## src/rtl/sample_bridge_pkg.sv

```systemverilog
// -----------------------------------------------------------------------------
// sample_bridge_pkg
//   Shared definitions for the ADC-to-DAC sample bridge.
//   - MODE_* : encodings of the global conversion mode input.
//   - convert_width() : maps an ADC sample onto the DAC word width. Wider DAC
//     words are left-justified with zero fill. Narrower DAC words keep the
//     sample MSBs and truncate without rounding.
//   - ch_width() : channel-index width, never less than one bit.
// -----------------------------------------------------------------------------
package sample_bridge_pkg;

  localparam logic [1:0] MODE_PASS     = 2'd0;
  localparam logic [1:0] MODE_INVERT   = 2'd1;
  localparam logic [1:0] MODE_MUTE     = 2'd2;
  localparam logic [1:0] MODE_MIDSCALE = 2'd3;

  // Working width for the generic conversion helper. It must be at least
  // max(ADC_W, DAC_W).
  localparam int CONV_MAX_W = 64;

  // The sample arrives zero-extended in the low ADC bits.
  // - Left shift: places the sample MSB at bit dac_w-1 with zero fill below.
  // - Right shift: keeps the top dac_w bits of the sample.
  // The caller slices the low dac_w bits of the result.
  function automatic logic [CONV_MAX_W-1:0] convert_width(
    input logic [CONV_MAX_W-1:0] data,
    input int                    adc_w,
    input int                    dac_w
  );
    logic [CONV_MAX_W-1:0] res;
    if (dac_w >= adc_w) begin
      res = data << (dac_w - adc_w);
    end else begin
      res = data >> (adc_w - dac_w);
    end
    return res;
  endfunction

  function automatic int ch_width(input int num_ch);
    return (num_ch <= 1) ? 1 : $clog2(num_ch);
  endfunction

endpackage

```

## src/rtl/sample_bridge_sync_fifo.sv

```systemverilog
// -----------------------------------------------------------------------------
// sync_fifo
//   Single-clock first-word-fall-through FIFO.
//   - Storage is an array written synchronously, read through a registered
//     output stage.
//   - Occupancy counts every entry written and not yet popped, including the
//     entry currently shown on rd_data. The usable depth is therefore exactly
//     DEPTH.
//
//   Ports
//     clk, rst  : clock, asynchronous active-high reset
//     wr_data   : entry to store
//     wr_en     : write request. It is ignored unless in_ready is high.
//     in_ready  : registered "not full". It stays low during reset and rises
//                 on the first edge after release.
//     rd_data   : head entry (registered)
//     rd_valid  : head entry is valid (registered)
//     rd_en     : pop request. It is honoured only while rd_valid is high.
// -----------------------------------------------------------------------------
module sync_fifo #(
  parameter  int WIDTH = 16,
  parameter  int DEPTH = 4,
  localparam int AW    = $clog2(DEPTH)
) (
  input  logic             clk,
  input  logic             rst,
  input  logic [WIDTH-1:0] wr_data,
  input  logic             wr_en,
  output logic             in_ready,
  output logic [WIDTH-1:0] rd_data,
  output logic             rd_valid,
  input  logic             rd_en
);

  logic [WIDTH-1:0] mem_q [DEPTH];

  logic [AW:0]      wr_ptr_q, wr_ptr_d;
  logic [AW:0]      rd_ptr_q, rd_ptr_d;
  logic             in_ready_q, in_ready_d;
  logic             rd_valid_q, rd_valid_d;
  logic [WIDTH-1:0] rd_data_q;
  logic             do_wr, do_rd;

  // A full FIFO refuses a write even when a pop happens in the same cycle.
  assign do_wr = wr_en & in_ready_q;
  assign do_rd = rd_en & rd_valid_q;

  always_comb begin
    wr_ptr_d   = wr_ptr_q + (AW+1)'(do_wr);
    rd_ptr_d   = rd_ptr_q + (AW+1)'(do_rd);
    in_ready_d = !((wr_ptr_d[AW] != rd_ptr_d[AW]) &&
                   (wr_ptr_d[AW-1:0] == rd_ptr_d[AW-1:0]));
    // The comparison uses the write pointer from before this edge. An entry
    // written into an empty FIFO therefore becomes visible one edge later,
    // once the array holds it.
    rd_valid_d = (wr_ptr_q != rd_ptr_d);
  end

  always_ff @(posedge clk) begin
    if (do_wr) begin
      mem_q[wr_ptr_q[AW-1:0]] <= wr_data;
    end
  end

  always_ff @(posedge clk or posedge rst) begin
    if (rst) begin
      wr_ptr_q   <= '0;
      rd_ptr_q   <= '0;
      in_ready_q <= 1'b0;
      rd_valid_q <= 1'b0;
      rd_data_q  <= '0;
    end else begin
      wr_ptr_q   <= wr_ptr_d;
      rd_ptr_q   <= rd_ptr_d;
      in_ready_q <= in_ready_d;
      rd_valid_q <= rd_valid_d;
      // The head slot is reloaded every cycle. The slot cannot be
      // overwritten while it is occupied, so the head stays stable under
      // backpressure.
      rd_data_q  <= mem_q[rd_ptr_d[AW-1:0]];
    end
  end

  assign in_ready = in_ready_q;
  assign rd_valid = rd_valid_q;
  assign rd_data  = rd_data_q;

endmodule

```

## src/rtl/sample_bridge.sv

```systemverilog
// -----------------------------------------------------------------------------
// sample_bridge
//   Multi-channel AXI-Stream bridge from the I2C ADC front end to the SPI DAC
//   back end.
//   - Each accepted sample is width-converted to the DAC word and passed
//     through the global mode.
//   - The sample is then either queued with its channel tag, or discarded if
//     its channel is out of range or disabled.
//   - Per-channel stretched activity flags drive the status LEDs.
//
//   Ports
//     clk, rst          : clock, asynchronous active-high reset
//     s_axis_*          : ADC sample stream. tuser carries the channel index.
//     m_axis_*          : DAC word stream. tuser carries the DAC channel
//                         address.
//     ch_enable         : per-channel forward enable, sampled on accept
//     mode              : PASS / INVERT / MUTE / MIDSCALE, sampled on accept
//     drop_count        : saturating count of discarded samples
//     activity          : per-channel stretched "sample forwarded" flag
// -----------------------------------------------------------------------------
module sample_bridge
  import sample_bridge_pkg::*;
#(
  parameter  int ADC_W      = 12,
  parameter  int DAC_W      = 14,
  parameter  int NUM_CH     = 4,
  parameter  int FIFO_DEPTH = 4,
  parameter  int STRETCH_W  = 20,
  localparam int CH_W       = ch_width(NUM_CH)
) (
  input  logic              clk,
  input  logic              rst,
  input  logic [ADC_W-1:0]  s_axis_tdata,
  input  logic [CH_W-1:0]   s_axis_tuser,
  input  logic              s_axis_tvalid,
  output logic              s_axis_tready,
  output logic [DAC_W-1:0]  m_axis_tdata,
  output logic [CH_W-1:0]   m_axis_tuser,
  output logic              m_axis_tvalid,
  input  logic              m_axis_tready,
  input  logic [NUM_CH-1:0] ch_enable,
  input  logic [1:0]        mode,
  output logic [15:0]       drop_count,
  output logic [NUM_CH-1:0] activity
);

  localparam int ENTRY_W = CH_W + DAC_W;

  logic [DAC_W-1:0]   conv_word;
  logic [DAC_W-1:0]   mode_word;
  logic               accept;
  logic               ch_in_range;
  logic               ch_ok;
  logic               push;
  logic [ENTRY_W-1:0] fifo_rd_data;
  logic [15:0]        drop_count_q, drop_count_d;

  assign conv_word = DAC_W'(convert_width(CONV_MAX_W'(s_axis_tdata), ADC_W, DAC_W));

  always_comb begin
    case (mode)
      MODE_PASS:   mode_word = conv_word;
      MODE_INVERT: mode_word = ~conv_word;
      MODE_MUTE:   mode_word = '0;
      default:     mode_word = {1'b1, {(DAC_W-1){1'b0}}};
    endcase
  end

  // Ready depends only on the FIFO having room. A beat that is going to be
  // dropped is still consumed at the normal handshake.
  assign accept      = s_axis_tvalid & s_axis_tready;
  assign ch_in_range = int'(s_axis_tuser) < NUM_CH;
  assign ch_ok       = ch_in_range && ch_enable[s_axis_tuser];
  assign push        = accept & ch_ok;

  sync_fifo #(
    .WIDTH (ENTRY_W),
    .DEPTH (FIFO_DEPTH)
  ) u_fifo (
    .clk      (clk),
    .rst      (rst),
    .wr_data  ({s_axis_tuser, mode_word}),
    .wr_en    (push),
    .in_ready (s_axis_tready),
    .rd_data  (fifo_rd_data),
    .rd_valid (m_axis_tvalid),
    .rd_en    (m_axis_tready)
  );

  assign m_axis_tdata = fifo_rd_data[DAC_W-1:0];
  assign m_axis_tuser = fifo_rd_data[DAC_W +: CH_W];

  always_comb begin
    drop_count_d = drop_count_q;
    if (accept && !ch_ok && (drop_count_q != 16'hFFFF)) begin
      drop_count_d = drop_count_q + 16'd1;
    end
  end

  always_ff @(posedge clk or posedge rst) begin
    if (rst) begin
      drop_count_q <= '0;
    end else begin
      drop_count_q <= drop_count_d;
    end
  end

  assign drop_count = drop_count_q;

  // Each channel gets a retriggerable down-counter. A write reloads it to
  // all-ones. The LED stays lit while the count is non-zero.
  genvar gi;
  generate
    for (gi = 0; gi < NUM_CH; gi++) begin : g_stretch
      logic [STRETCH_W-1:0] stretch_q, stretch_d;

      always_comb begin
        stretch_d = stretch_q;
        if (push && (int'(s_axis_tuser) == gi)) begin
          stretch_d = '1;
        end else if (stretch_q != '0) begin
          stretch_d = stretch_q - STRETCH_W'(1);
        end
      end

      always_ff @(posedge clk or posedge rst) begin
        if (rst) begin
          stretch_q <= '0;
        end else begin
          stretch_q <= stretch_d;
        end
      end

      assign activity[gi] = |stretch_q;
    end
  endgenerate

endmodule

```

## config.mk

```make
export PLATFORM = sky130hd
export DESIGN_NAME = sample_bridge
export DESIGN_NICKNAME = d
export VERILOG_FILES = /design/src/rtl/sample_bridge_pkg.sv /design/src/rtl/sample_bridge_sync_fifo.sv /design/src/rtl/sample_bridge.sv
export SDC_FILE = /design/constraint.sdc
export NUM_CORES = 1
export LEC_CHECK = 0
export CAP_MARGIN = 25
export CORE_MARGIN = 10
export CORE_UTILIZATION = 55
export CTS_CLUSTER_SIZE = 12
export DETAILED_ROUTE_END_ITERATION = 12
export HOLD_SLACK_MARGIN = 0.12
export PLACE_DENSITY_LB_ADDON = 0.15
export SLEW_MARGIN = 15
export SYNTH_ARGS = -nofsm -noshare
export SYNTH_HDL_FRONTEND = slang
export SYNTH_HIERARCHICAL = 1
export SYNTH_SLANG_ARGS = --single-unit
```

## constraint.sdc

```tcl
create_clock -name clk -period 3.1 [get_ports clk]
set_input_delay 0.31 -clock clk [delete_from_list [all_inputs] [get_ports clk]]
set_output_delay 0.31 -clock clk [all_outputs]
set_load 0.005 [all_outputs]
```

# After elaboration in Yosys (flattened, before gate mapping)
# Memories as Yosys holds them, arrays and structs flattened. A register that Yosys moved wholly into a read port is not among the register bits.
# Cells that the tools add are included.
# word_totals
ff_bits	104
ramBits	64
in_bits	24
output_inout_bits	38
elab_cells	68
mem_count	1
# classes
add_sub_neg	7
magnitude_cmp	1
n_eq_ne	9
muxes	13
bitwise	5
n_reduce_logical	23
# mem_list
name	depth	word_bits	rd	rd_ports_with_merged_regs	write_ports	line_no	rtl
u_fifo.mem_q	4	16	1	1	1	sample_bridge_sync_fifo.sv:35	logic [WIDTH-1:0] mem_q [DEPTH];
# op_table
operator	n
20-bit two-way mux	8
20-bit nonzero test	4
20-bit OR reduction	4
20-bit by 1-bit subtractor with 20-bit output, second input constant	4
14-bit case mux with 3 select lines	1
16-bit by 1-bit adder with 16-bit output, second input constant	1
16-bit != test, second input constant	1
14-bit inverter	1
2-bit nonzero test	4
1-bit logical AND	7
3-bit by 1-bit adder with 3-bit output	2
2-bit equality test, second input constant	3
1-bit bitwise AND	4
2-bit by 1-bit equality test with 1-bit output, second input constant	2
2-bit logical NOT	2
2-bit by 3-bit < comparator with 1-bit output, second input constant	1
1-bit two-way mux	3
3-bit != test	1
1-bit binary-select mux with 2-bit select	1
2-bit equality test	1
1-bit logical NOT	2
1-bit != test	1

# Logic depth before layout (Yosys ltp)
# Gate-level depths: netlist of the first run.
# depth
depth_word	8
ltp_mapped	10
depth_no_buf	10

# Cells and area by module
# The synthesis of the first run kept the hierarchy.
# by_module_without_submodules
mod	instances	cells_per_inst	area_per_inst_um2	seq_area_each_um2
sample_bridge	1	555	5340.1	2402.3
sync_fifo	1	131	3165.5	2522.4

# Worst setup path after synthesis of the first run
# OpenSTA, ideal clock, no wires.
# synth_path
path_type	input port to flip-flop
startpoint	in s_axis_tuser[1]
endpoint	mem u_fifo.mem_q[2][0], enable pin
t_arrival_ns	2.025
setup_slack_ns	0.662
stages	5
n_path_buf	0
cell_sequence	mux2i_1 > nand2b_1 > and4_1 > nand2_1 > nor3b_1
# synth_via
elab_chain_cells	6
# synth_lines
element	line_no	rtl
from (decl)	sample_bridge.sv:34	input logic [CH_W-1:0] s_axis_tuser,
1-bit binary-select mux with 2-bit select	sample_bridge.sv:73	assign ch_ok = ch_in_range && ch_enable[s_axis_tuser];
1-bit two-way mux (not written as such)	sample_bridge.sv:73	
1-bit bitwise AND	sample_bridge.sv:74	assign push = accept & ch_ok;
net push	sample_bridge.sv:54	logic push;
1-bit bitwise AND	sample_bridge_sync_fifo.sv:45	assign do_wr = wr_en & in_ready_q;
1-bit two-way mux	sample_bridge_sync_fifo.sv:60	if (do_wr) begin
1-bit two-way mux (not written as such)	sample_bridge_sync_fifo.sv:61	mem_q[wr_ptr_q[AW-1:0]] <= wr_data;
to (decl)	sample_bridge_sync_fifo.sv:35	
# The timed path passes the listed nets, and every way through them passes these cells. The select of a mux whose other input is x is not followed.

# Worst setup path after layout of the first run
# layout_path
startpoint	reg g_stretch[2].stretch_q[4]
endpoint	out activity[2]
# layout_via
elab_chain_cells	1
# layout_lines
element	line_no	rtl
from (decl)	sample_bridge.sv:115	logic [STRETCH_W-1:0] stretch_q, stretch_d;
from (signal assigned)	sample_bridge.sv:130	stretch_q <= stretch_d;
20-bit OR reduction	sample_bridge.sv:134	assign activity[gi] = |stretch_q;
to (decl)	sample_bridge.sv:44	output logic [NUM_CH-1:0] activity
# Every way passes these cells.

==> impl_metrics.toml, run 1 <==
[setup_path]
cp.required_ns = 2.79
cp_max_fo = 7
crit_path_end_kind = "primary output"
worst_ep_arrival_time_ns = 2.58
critPathKind = "reg2out"
startpoint_type = "flop"

[timing]
slew_headroom_pct = 41.07
min_period_ns = 2.885
max_freq_mhz = 346.6
skew_ns = 0.008781
period_share_pct = 93.07
rsz0062_at_grt = "false"
fin_setup_tns_ns = 0
setup_ws_ns = 0.2149
setup_viol = 0
finalHoldViolCount = 0
tightest_slew_ns = 0.8840
drv_slew = 0
hold_ws_ns = 0.2600

[min_path]
holdCritPathClass = "in2async"

[logic_synthesis]
syn_area_um2 = 8506
synth_seq_cells = 184
ys_seq_area_share_pct = 57.90
synth_nets = 722
yosys_warnings = 6
synthDistinctLibCells = 68
avgSynthCellArea_um2 = 12.40
synth_cells = 686

[detailed_routing]
via_per_inst = 5.683
drt_iter0_drc = 453
drc = 0
drt-pass1-iter-count = 4
final_antenna_net_count = 0
wire_per_inst_um = 17.37
vias = 5444
totalWireLength_um = 16640

[outcome]
status = "complete, no violations"

[place]
place_congestion = 0.8224
placed_area_um2 = 9363
dp_hpwl_um = 11410
portBuffers = 61
dp_slack_ns = 0.3001
place_inst = 924

[die]
initial_core_util_pct = 55.95
die_h_um = 144.4
fp-row-count = 45
die_w_um = 144.4
io_pins = 62
coreArea_um2 = 15200
dieArea_um2 = 20840

[global_routing]
overflow = 0
grt_pass1_vias = 5584
grt_max_degree = 55
antenna_found_initial = 0
grt_pass1_wl_um = 27870
globalRouteTotalUtil_pct = 16.73

[cells_and_area]
fill_cells = 1118
multi_input_area_um2 = 3443
drive_gt1_share_pct = 11.57
nets = 792
fin_area_um2 = 10020
layout_common_cells = "dfrtp_1, nand2_1, edfxtp_1"
area_growth_pct = 17.79
instances_no_fill = 958
ff_latch_area_um2 = 4925
layout_commonest_cell = "dfrtp_1"

[power_and_ir_drop]
p_leak_uw = 0.003561
p_per_area_nw_per_um2 = 752.0
ir_drop_uv = 512.4

[cts]
ctsHoldBuffers = 0
clock-sinks = 184
htreeDepth = 4
numCtsBuffers = 17
cts_tree = "yes"
cts_buffer_depth = 2
clkTransAtPathRegs_ns = 0.07
root_buffer = "clkbuf_16"
clock_latency_ns = 0.42

[run]
cap_violations = 0
[cells by family (layout without fill, tap and decap cells)]
| logic type | Yosys count | in the layout | synth area share, % |
|---|---|---|---|
| and+or+nand+nor | 282 | 282 | 18.65 |
| DFF | 184 | 184 | 57.90 |
| xor gates and xnor gates | 91 | 91 | 10.00 |
| AOI/OAI and AO/OA | 55 | 55 | 4.369 |
| buffers and inverters | 40 | 123 | 1.971 |
| muxes | 22 | 22 | 5.340 |
| adders and majority gates | 12 | 12 | 1.765 |
| other | 0 | 1 | 0 |
[flip-flops by register name, summed over array words and instances (netlist names)]
name,count
g_stretch.stretch_q,80
u_fifo/rd_valid,1
u_fifo/mem_q,64
u_fifo/rd_data,16
u_fifo/wr_ptr_q,3
drop_count,16
u_fifo/in_ready,1
u_fifo/rd_ptr_q,3
[cells in the mapped netlist (all sizes together)]
| cell | n | area [um2] |
|---|---|---|
| nand4 | 20 | 140.1 |
| nand3b | 3 | 22.52 |
| mux2 | 3 | 37.53 |
| and4 | 4 | 35.03 |
| or4 | 11 | 91.34 |
| mux4 | 16 | 386.6 |
| nor3 | 23 | 120.1 |
| o21ai | 12 | 60.06 |
| nor2b | 4 | 25.02 |
| inv | 18 | 67.56 |
| o41ai | 2 | 17.52 |
| nand3 | 29 | 145.1 |
| nand2b | 4 | 25.02 |
| clkbuf | 16 | 60.06 |
| a21boi | 3 | 22.52 |
| nand2 | 87 | 336.6 |
| a31o | 3 | 26.28 |
| a22oi | 1 | 7.510 |
| edfxtp | 64 | 1922 |
| xnor3 | 2 | 52.55 |
| o211ai | 3 | 22.52 |
| a211oi | 5 | 37.54 |
| and3 | 10 | 63.81 |
| nor2 | 36 | 137.6 |
| o311ai | 3 | 26.28 |
| a31oi | 1 | 6.260 |
| a21oi | 14 | 73.82 |
| a2111oi | 4 | 41.29 |
| or3 | 14 | 88.84 |
| nor4 | 17 | 170.2 |
| dfrtp | 120 | 3003 |
| and3b | 2 | 17.52 |
| nor4b | 4 | 53.80 |
| xor2 | 30 | 262.8 |
| and2 | 7 | 47.55 |
| ha | 12 | 150.1 |
| xnor2 | 59 | 535.5 |
| nor3b | 5 | 48.80 |
| mux2i | 3 | 30.03 |
| nand4b | 2 | 17.52 |
| buf | 6 | 40.04 |
| o31ai | 4 | 30.03 |
[worst max-delay path, stage by stage (launching register included)]
cell and delay, ns:
dfrtp_1 0.41, or4_4 0.60, nor4_4 0.53, nand2_4 0.13, clkdlybuf4s50_1 0.48
[path summary, 6_finish.rpt]
kind / start / end / slack [ns] / depth (start not counted)
min in group clk: drop_count[13]$_DFFE_PP0P_ / drop_count[13]$_DFFE_PP0P_ / 0.50 / 1
worst max-delay path: g_stretch[2].stretch_q[4]$_DFFE_PP0P_ / activity[2] / 0.21 / 4
worst min-delay path: rst / g_stretch[2].stretch_q[14]$_DFFE_PP0P_ / 0.26 / 2
max in group asynchronous: rst / g_stretch[0].stretch_q[3]$_DFFE_PP0P_ / 2.19 / 3
worst min register to register: drop_count[13]$_DFFE_PP0P_ / drop_count[13]$_DFFE_PP0P_ / 0.50 / 1
worst max register to register: g_stretch[1].stretch_q[8]$_DFFE_PP0P_ / g_stretch[1].stretch_q[18]$_DFFE_PP0P_ / 0.92 / 6
[metrics by stage]
stage                     power (uW)  utilization [%]
after floorplan                 4590                -
after global placement          5225            61.59
after detailed placement        5323            61.59
after CTS                       7610            65.69
after global routing            7926            65.88
final                           7534            65.90
[metal layers]
metal	vias up	GRT usage, %	part of all wire (%)
met5	-	0	0
met4	0	4.947	1.3
met3	16	4.067	3.7
met1	2712	20.84	44
met2	89	28.29	51
li1	2627	-	-
[cell type report]
class	count	share of cell area (%)
multi-input cells	462	34.37
clock buffers	19	4.421
well taps	188	2.348
diodes	1	0.02498
flip-flops and latches	184	49.16
clock inverters	13	1.798
repair buffers	73	7.194
inverters	18	0.6869
[power by group]
group	internal (uW)	switching [uW]	leakage, uW
clock	1320	960	0.000299
sequential	2980	367	0.00184
combinational	1070	831	0.00142
[what timing repair did]
| item | in CTS | in global routing |
|---|---|---|
| gates resized for setup | 0 | 2 |
| buffers inserted | 0 | 0 |
| setup endpoints to repair | 0 | 2 |
(Power assumes the default switching activity.)
==> inputs of run 2 (changes only) <==
- CORE_UTILIZATION: 55 -> 59
==> run 2 against run 1 <==
- maximum frequency decreased by 0.19%
- clock skew shrank 0.0013 ns
- design area decreased by 0.77%
- first-iteration DRC count fell by 15%
- hold slack lost 0.081 ns
- non-clock buffer count increased by 1
- clock power fell by 11%
- clock-buffer cell count is the same
- combinational power about the same
- flip-flop and latch count unchanged
- critical endpoint is now activity[1]
- largest cell class unchanged
- highest routed layer unchanged
==> impl_metrics.toml, run 2 (synthesis gave the netlist of run 1 again) <==
[timing]
finalHoldViolCount = 0
drv_slew = 0
min_period_ns = 2.891
fin_setup_tns_ns = 0
rsz0062_at_grt = "false"
setup_viol = 0
max_freq_mhz = 345.9
period_share_pct = 93.25
tightest_slew_ns = 0.8471
slew_headroom_pct = 43.52
skew_ns = 0.007467

[place]
portBuffers = 61
place_congestion = 0.8744
placed_area_um2 = 9360
dp_hpwl_um = 11530

[power_and_ir_drop]
totalPowerFinal_uw = 7291
p_leak_uw = 0.003524
swShare_pct = 29.61
p_int_uw = 5132
clkPwrFrac_pct = 27.9
p_per_area_nw_per_um2 = 733.4
p_comb_share_pct = 26.1
seqPwrFrac_pct = 46.0
power_switching_uw = 2159
ir_drop_uv = 444.5

[cts]
htreeDepth = 4
cts_tree = "yes"
clock-sinks = 184
clkTransAtPathRegs_ns = 0.07
clock_latency_ns = 0.44
root_buffer = "clkbuf_16"
numCtsBuffers = 17
cts_buffer_depth = 2
ctsHoldBuffers = 0
postCtsSetupBuffers = 0
cts_resized = 0

[detailed_routing]
vias = 5563
final_antenna_net_count = 0
drt_iter0_drc = 387
drt-pass1-iter-count = 4
drc = 0
via_per_inst = 5.856
totalWireLength_um = 16880
wire_per_inst_um = 17.77

[min_path]
holdCritPathClass = "in2async"

[global_routing]
met3_usage_pct = 3.719
grt_max_degree = 57
antenna_found_initial = 0
overflow = 0
grt_util_met1_pct = 21.75
busiest_layer = "met2"
grt_use_met2_pct = 30.54
grt_pass1_vias = 5681
globalRouteTotalUtil_pct = 17.80
grt_pass1_wl_um = 28770

[die]
coreArea_um2 = 13990
dieArea_um2 = 19620
die_w_um = 140.1
die_h_um = 140.1
io_pins = 62
initial_core_util_pct = 60.81
fp-row-count = 43

[setup_path]
cp_max_fo = 5
cp.required_ns = 2.79
worst_ep_arrival_time_ns = 2.58
critPathKind = "reg2out"
crit_path_end_kind = "primary output"
startpoint_type = "flop"

[cells_and_area]
layout_commonest_cell = "dfrtp_1"
area_growth_pct = 16.87
nets = 793
fin_area_um2 = 9941
fill_cells = 965
largest-register = "g_stretch.stretch_q"
drive_gt1_share_pct = 11.30
layout_common_cells = "dfrtp_1, nand2_1, edfxtp_1"
largest_reg_flops = 80
n_antenna_cell = 0

[run]
cap_violations = 0

[outcome]
status = "complete, no violations"
run 2: final cells by class:
class / instances / area, um2 / area share [%]
tap: 180 / 225.2 / 2.266
sequential: 184 / 4925 / 49.54
inverter: 18 / 68.82 / 0.6923
clock buffer: 19 / 442.9 / 4.456
clock inverter: 13 / 110.1 / 1.108
timing repair buffer: 74 / 740.7 / 7.451
multi-input combinational: 462 / 3428 / 34.49
run 2: power groups by stage:
stage	clock (uW)	combinational, uW	sequential (uW)
2_1_floorplan	0	1270	3320
3_3_place_gp	0	1860	3360
3_5_place_dp	0	1920	3400
4_1_cts	2070	1940	3350
5_1_grt	2170	2100	3420
6_report	2040	1900	3350
run 2: layer usage:
layer	vias to the layer above	share of wire, %	wire (um)
li1	2636	-	-
met5	-	0	0
met2	94	52	8824
met1	2812	42	7143
met3	21	4.0	682
met4	0	1.4	233
run 2: final timing paths:
path | from | end | slack [ns] | cells past startpoint
setup / recovery | g_stretch[1].stretch_q[8]$_DFFE_PP0P_ | activity[1] | 0.21 | 4
hold / removal | rst | u_fifo/wr_ptr_q[1]$_DFF_PP0_ | 0.18 | 2
setup reg to reg | g_stretch[1].stretch_q[8]$_DFFE_PP0P_ | g_stretch[1].stretch_q[18]$_DFFE_PP0P_ | 0.78 | 5
hold reg to reg | drop_count[13]$_DFFE_PP0P_ | drop_count[13]$_DFFE_PP0P_ | 0.50 | 1
max in group asynchronous | rst | g_stretch[0].stretch_q[12]$_DFFE_PP0P_ | 2.03 | 3
min in group clk | drop_count[13]$_DFFE_PP0P_ | drop_count[13]$_DFFE_PP0P_ | 0.50 | 1
run 2: critical path, stage by stage (launching register included):
cell	delay (ns)
dfrtp_1	0.44
or4_1	0.55
nor4_2	0.49
nand2_2	0.18
clkdlybuf4s50_1	0.49
run 2: metrics by stage:
step	cells	hold slack, ns	util, %	setup slack, ns
floorplan	686	0.3246	-	0.2846
global placement	917	0.4867	66.91	0.5079
detailed placement	917	0.4927	66.91	0.3525
CTS	949	0.3687	70.87	0.2097
global route	950	0.1815	71.06	0.004453
finish	950	0.1787	71.06	0.2094
